## config.mk

```make
export PLATFORM = sky130hd
export DESIGN_NAME = mem_ctrl_responder
export DESIGN_NICKNAME = d
export VERILOG_FILES = /design/src/rtl/mem_ctrl_responder.sv
export SDC_FILE = /design/constraint.sdc
export NUM_CORES = 2
export LEC_CHECK = 0
export CELL_PAD_IN_SITES_DETAIL_PLACEMENT = 1
export CELL_PAD_IN_SITES_GLOBAL_PLACEMENT = 1
export CORE_MARGIN = 1
export CORE_UTILIZATION = 35
export DETAILED_ROUTE_END_ITERATION = 10
export MAX_ROUTING_LAYER = met4
export PLACE_DENSITY = 0.57
export SLEW_MARGIN = 40
export SYNTH_ARGS = -nofsm -noshare
export SYNTH_HDL_FRONTEND = slang
export SYNTH_SLANG_ARGS = --single-unit
```

## constraint.sdc

```tcl
create_clock -name clk -period 7.9 [get_ports clk]
set_clock_uncertainty 0.05 [all_clocks]
set_input_delay 0.79 -clock clk [delete_from_list [all_inputs] [get_ports clk]]
set_output_delay 0.79 -clock clk [all_outputs]
set_load 0.02 [all_outputs]
```

## src/rtl/mem_ctrl_responder.sv

```systemverilog
// Memory-controller end of the MemCommon link: one request at a time, fixed wait
// states, word-organised storage with alignment/range error checking.
module mem_ctrl_responder #(
  parameter int DataWidth  = 32,
  parameter int AddrWidth  = 32,
  parameter int Depth      = 64,
  parameter int WaitStates = 1
) (
  input  logic                 clk,
  input  logic                 nReset,
  input  logic                 req,
  input  logic [AddrWidth-1:0] addr,
  input  logic [DataWidth-1:0] wData,
  input  logic                 write,
  output logic [1:0]           resp,
  output logic [DataWidth-1:0] rData
);
  localparam int B  = $clog2(DataWidth / 8);
  localparam int IW = $clog2(Depth);
  localparam logic [AddrWidth:0]   LIMIT = (AddrWidth + 1)'(Depth * (DataWidth / 8));
  localparam logic [AddrWidth-1:0] ALIGN = AddrWidth'((1 << B) - 1);
  localparam logic [7:0]           WS    = 8'(WaitStates);

  typedef enum logic [1:0] {IDLE, WAIT, DONE} state_t;

  state_t               state;
  logic [7:0]           cnt;
  logic [AddrWidth-1:0] lat_addr;
  logic [DataWidth-1:0] lat_wdata;
  logic                 lat_write;
  logic [DataWidth-1:0] mem [Depth];

  logic [AddrWidth-1:0] acc_addr;
  logic [DataWidth-1:0] acc_wdata;
  logic                 acc_write;
  logic                 acc_err;
  logic [IW-1:0]        acc_idx;
  logic                 go_done;

  // With zero wait states the access completes on the accepting edge, so it
  // must use the live inputs rather than the (not yet loaded) latches.
  always_comb begin
    acc_addr  = (state == IDLE) ? addr  : lat_addr;
    acc_wdata = (state == IDLE) ? wData : lat_wdata;
    acc_write = (state == IDLE) ? write : lat_write;
    acc_err   = (|(acc_addr & ALIGN)) || ({1'b0, acc_addr} >= LIMIT);
    acc_idx   = acc_addr[B +: IW];
    go_done   = ((state == IDLE) && req && (WS == 8'd0)) ||
                ((state == WAIT) && (cnt == 8'd1));
  end

  always_ff @(posedge clk or negedge nReset) begin
    if (!nReset) begin
      state     <= IDLE;
      resp      <= 2'b00;
      rData     <= '0;
      cnt       <= '0;
      lat_addr  <= '0;
      lat_wdata <= '0;
      lat_write <= 1'b0;
      for (int i = 0; i < Depth; i++) mem[i] <= '0;
    end else begin
      case (state)
        IDLE: if (req) begin
          lat_addr  <= addr;
          lat_wdata <= wData;
          lat_write <= write;
          cnt       <= WS;
          state     <= WAIT;
          resp      <= 2'b01;
        end
        WAIT: cnt <= cnt - 8'd1;
        default: begin
          state <= IDLE;
          resp  <= 2'b00;
        end
      endcase
      // Completion overrides the state update above and applies side effects.
      if (go_done) begin
        state <= DONE;
        resp  <= acc_err ? 2'b11 : 2'b10;
        if (!acc_err) begin
          if (acc_write) mem[acc_idx] <= acc_wdata;
          else           rData        <= mem[acc_idx];
        end else if (!acc_write) begin
          rData <= '0;
        end
      end
    end
  end
endmodule

```

======== After elaboration in Yosys (flattened, before gate mapping) ========
Cells that the tools add are included.
word-level totals
  output and inout port bits .............. 34
  bits in registers ....................... 2157
operators by class
  bitwise gates (word level) .............. 3
  muxes and demuxes ....................... 19
  add/sub/neg operators ................... 1
  reductions and logical operators ........ 11
  magnitude comparators ................... 3
  eq/ne operators ......................... 5
operators with widths
  cell                                                                    count
  2048-bit bitwise mux                                                    1
  32-bit two-way mux                                                      8
  32-bit binary-select mux with 6-bit select                              1
  32-bit demux with 6-bit select                                          1
  32-bit by 9-bit >= comparator with 1-bit output, second input constant  1
  8-bit case mux with 2 select lines                                      1
  8-bit by 1-bit equality test with 1-bit output, second input constant   1
  8-bit two-way mux                                                       1
  2-bit AND reduction                                                     4
  8-bit by 1-bit subtractor with 8-bit output, second input constant      1
  7-bit >= comparator, second input constant                              1
  7-bit by 1-bit < comparator with 1-bit output, second input constant    1
  6-bit inverter with 7-bit output                                        1
  2-bit two-way mux                                                       3
  2-bit inequality test, second input constant                            2
  2-bit case mux with 2 select lines                                      1
  3-bit inequality test, second input constant                            1
  3-bit AND reduction                                                     1
  2-bit by 1-bit equality test with 1-bit output, second input constant   1
  1-bit logical AND                                                       2
  2-bit logical NOT                                                       1
  1-bit two-way mux                                                       2
  1-bit inverter                                                          2
  2-bit nonzero test                                                      1
  other kinds (2)                                                         2

======== Depth between registers and ports, before layout ========
  depth in word-level cells ............... 8
  gate-level depth with buffers ........... 13

======== Worst setup path before layout ========
OpenSTA, ideal clock, no wires.
  kind .................................... input port to flip-flop
  start ................................... input addr[2]
  end ..................................... register rData[25]
  stages on the path ...................... 11
  buffers on the path ..................... 5
  data arrival time ....................... 2.737 ns
  setup slack ............................. 5.018 ns
  path through ............................ clkbuf_1 and2_1 clkbuf_1 a21oi_2 buf_2 buf_2 buf_2 o22ai_1 o31ai_1 o221ai_1 o31ai_1
on the way
  word-level cells in the longest chain between the ends .. 7
RTL lines
  element                                                 RTL line  RTL
  start, declared                                         12        input logic [AddrWidth-1:0] addr,
  32-bit two-way mux (*)                                  43        acc_addr = (state == IDLE) ? addr : lat_addr;
  6-bit inverter with 7-bit output (implied by the code)  84        else rData <= mem[acc_idx];
  32-bit binary-select mux with 6-bit select              84
  32-bit two-way mux (implied by the code) (2 in series)  84
  32-bit two-way mux                                      83        if (acc_write) mem[acc_idx] <= acc_wdata;
  32-bit two-way mux (*)                                  82        if (!acc_err) begin
  end signal, assigned                                    84
  end, declared                                           16        output logic [DataWidth-1:0] rData
Every way passes the cells marked *; elsewhere a longest branch is shown, timed or not. The select of a mux whose other input is x is not followed.
A chain may end at the register's enable or synchronous reset.

==> out/results.ini <==
[synthesis]
avgSynthCellArea_um2 = 9.18
ys_seq_elements = 2156
synth.area.top_cells = dfrtp_1 60%, nand2_1 12%, o21ai_0 10%, o22ai_1 4.0%, clkbuf_1 2.8%
ys_warn_count = 0
synth_edf_count = 0
synth_fp_nets = 9939
synth_top_area_cell = dfrtp_1
synth-async-reset-ratio = 1.00
postSynthCellCount = 9869
syn_area_um2 = 90600
synth_top_area_frac = 0.596
ys_types = 73
ys_seq_area_frac = 0.596
synthFlopType = dfrtp_1

[placement]
dp_hpwl_um = 243000
place.port_buffers = 101
gp_congestion = 0.853

[floorplanning]
coreArea_um2 = 257000
pin_count = 102
die_h_um = 511
die_w_um = 511
std_cell_rows = 186
start_util = 0.352
dieArea_um2 = 261000

[global_route]
grt_pass1_vias = 79100
grtUsageTotal = 0.329
grt_max_degree = 149
globalRouteOverflowTotal = 0
antenna_found_initial = 18
grt_pass1_wl_um = 601000

[setup_path]
cp_cell_sequence = buf_4 -> nor2_4 -> buf_4 -> mux2i_4 -> nor2_4 -> buf_4 -> nand3_4 -> buf_12 -> buf_4 -> nand2_1 -> o21ai_0
critPathLaunchType = register
critPathMaxStageDelay_ns = 0.66
crit_path_end_kind = register
cp_max_fo = 30
arrival_ns = 5.67
critPathMostFrequentCell = buf_4
cp.required_ns = 8.64
cp_slowest_cell = buf_4
critPathKind = register to register

[layout]
drive_gt1_frac = 0.0831
syn2layout_area_growth_pct = 16.2
fillers = 28500
fin_nets = 9671

[pwr]
p_leak_nw = 44.8
power.density_nw_per_um2 = 225
worst_ir_drop_vdd_uv = 256

[clocking]
htreeDepth = 5
clock_sinks = 2156
post_cts_buffers = 0
clock_latency_ns = 0.97
clockBufferDepth = 4
cts_root_buf = clkbuf_16
numCtsBuffers = 275
cts_tree = done
clk_pin_slew_ns = 0.06

[worst_hold_path]
hold_path_class = input port to register

[timing]
maxSlewViolCount = 0
max_freq_mhz = 203
worst_pin_slew_ns = 0.990
setup_violations = 0
period_share = 0.624
tns_ns = 0
slew_headroom = 0.338
final_hold_viol_count = 0
rsz0062_at_grt = no
whs_ns = 0.267
period_minus_slack_ns = 4.93

[routing]
ant_nets = 0
drc = 0
post_drt_wl_per_cell_um = 31.8
vias = 77400
viasPerCell = 5.88
drtPass1Iterations = 5
drt_iter0_markers = 6698
routed_wl_um = 418000

[run_status]
status = finished clean

[job]
maxCapViolCount = 0

registers in the layout, summed over array words and instances, names as in the netlist:
| signal | count |
|---|---|
| mem | 2048 |
| lat_addr | 32 |
| lat_wdata | 32 |
| rData | 32 |
| cnt | 8 |
| resp | 2 |
| lat_write | 1 |
| state | 1 |
what timing repair did:
| action | 4_1_cts | 5_1_grt |
|---|---|---|
| hold buffers | 1 | 0 |
| resized for setup | 0 | 0 |
| hold endpoints to repair | 93 | 0 |
layer usage:
metal	up-vias	GRT usage	routed length [um]	part of all wire
li1	33600	-	-	-
met1	40500	0.442	186000	0.44
met2	2537	0.505	191000	0.46
met3	773	0.0474	24800	0.059
met4	0	0.123	17000	0.041
met5	-	-	0	0
critical path, delay by kind of cell, from the launching register on:
| kind | cells | cell delay (ns) |
|---|---|---|
| buffers and inverters | 5 | 2.25 |
| muxes | 1 | 0.32 |
| AOI/OAI and AO/OA | 1 | 0.09 |
| DFF | 1 | 0.41 |
| and+or+nand+nor | 4 | 1.55 |
layout make-up:
type | count | area [um2] | share of cell area
repair buffers | 359 | 4080 | 0.0388
inverters | 4 | 15.0 | 0.000143
multi-input cells | 6805 | 34400 | 0.326
clock inverters | 41 | 427 | 0.00405
clock buffers | 405 | 8180 | 0.0777
well taps | 3384 | 4230 | 0.0402
diodes | 9 | 22.5 | 0.000214
flip-flops and latches | 2156 | 54000 | 0.513
metrics by stage:
step                      area (um2)  total power [W]  setup slack (ns)  utilization  cells
after global routing          105000           0.0243              2.86        0.409  13200
after CTS                     105000           0.0238              3.07        0.408  13100
after detailed placement       96400           0.0116              2.50        0.375  12700
after global placement         95500           0.0116              2.39        0.371  12700
final                         105000           0.0236              2.97        0.409  13200
after floorplan                90600           0.0113              5.02            -   9869
where the power goes:
| group | switching [W] | internal (W) | total, W | leakage, nW |
|---|---|---|---|---|
| sequential | 0.000000970 | 0.0110 | 0.0110 | 30.0 |
| combinational | 0.000261 | 0.0000606 | 0.000322 | 10.6 |
| clock | 0.00491 | 0.00736 | 0.0123 | 4.26 |
| total | 0.00517 | 0.0185 | 0.0236 | 44.8 |
Yosys cell counts (3+ instances only):
cell type  count
o22ai_1      585
and3_1        11
mux2i_1      117
o22a_1        10
clkbuf_1     675
o31ai_1       38
o21ai_0     1839
nand2b_1       5
nor4_1        41
o221ai_1      22
a31oi_1      114
a21o_1         6
nand3_1      259
buf_4         27
nand2_1     2865
o21ai_1      252
o41ai_1       23
buf_1         28
a211oi_1       6
o2111ai_1     12
nand3b_1       5
or4_1         10
nand4_1        6
and2_1         3
dfrtp_1     2156
nor2_2         7
a22oi_2        5
inv_1          4
nor2_1       219
a32o_1        51
o211ai_1       7
buf_2        173
nor2b_1        5
or3_1          7
a21oi_1      127
nor3_1        67
a2111oi_0      3
a32oi_1       33
logic make-up after synthesis:
| family | after synthesis | share of synthesized area |
|---|---|---|
| multiplexers | 120 | 0.0133 |
| buffers and inverters | 908 | 0.0412 |
| AND/OR/NAND/NOR | 3522 | 0.154 |
| AO/OA/AOI/OAI | 3161 | 0.195 |
| adder cells (fa/ha/maj) | 2 | 0.000276 |
| flip-flops | 2156 | 0.596 |
worst paths after layout:
kind / from / end / slack [ns] / cells after the start
worst min-delay path: addr[3] / lat_addr[3] / 0.27 / 3
worst min register to register: mem[1323] / mem[1323] / 0.42 / 2
worst max register to register: resp[1] / mem[1265] / 2.97 / 11
worst max-delay path: resp[1] / mem[1265] / 2.97 / 11
max in group asynchronous: nReset / mem[823] / 5.27 / 5
min in group asynchronous: nReset / mem[1551] / 0.43 / 2
cells in the final DEF (no fill, tap or decap), types with 10 or more instances in the layout:
cell type,instances
clkdlybuf4s50_1,99
o2111ai_1,12
o21ai_0,1839
buf_6,17
nand3_1,196
and3_1,10
nor3_1,66
clkbuf_1,56
mux2i_1,84
o22ai_1,584
mux2i_4,34
a32o_1,51
buf_16,15
buf_12,60
buf_4,163
nand2_1,2855
o21ai_1,251
or4_1,10
o41ai_1,19
a32oi_1,33
a21oi_1,127
o22a_1,10
nor2_4,10
a31oi_1,114
nor2_1,213
clkbuf_8,68
nand3_4,64
dfrtp_1,2156
clkinv_2,27
o31ai_1,38
o221ai_1,22
nor4_1,41
clkbuf_16,281
Power figures use the tool's default switching activity.
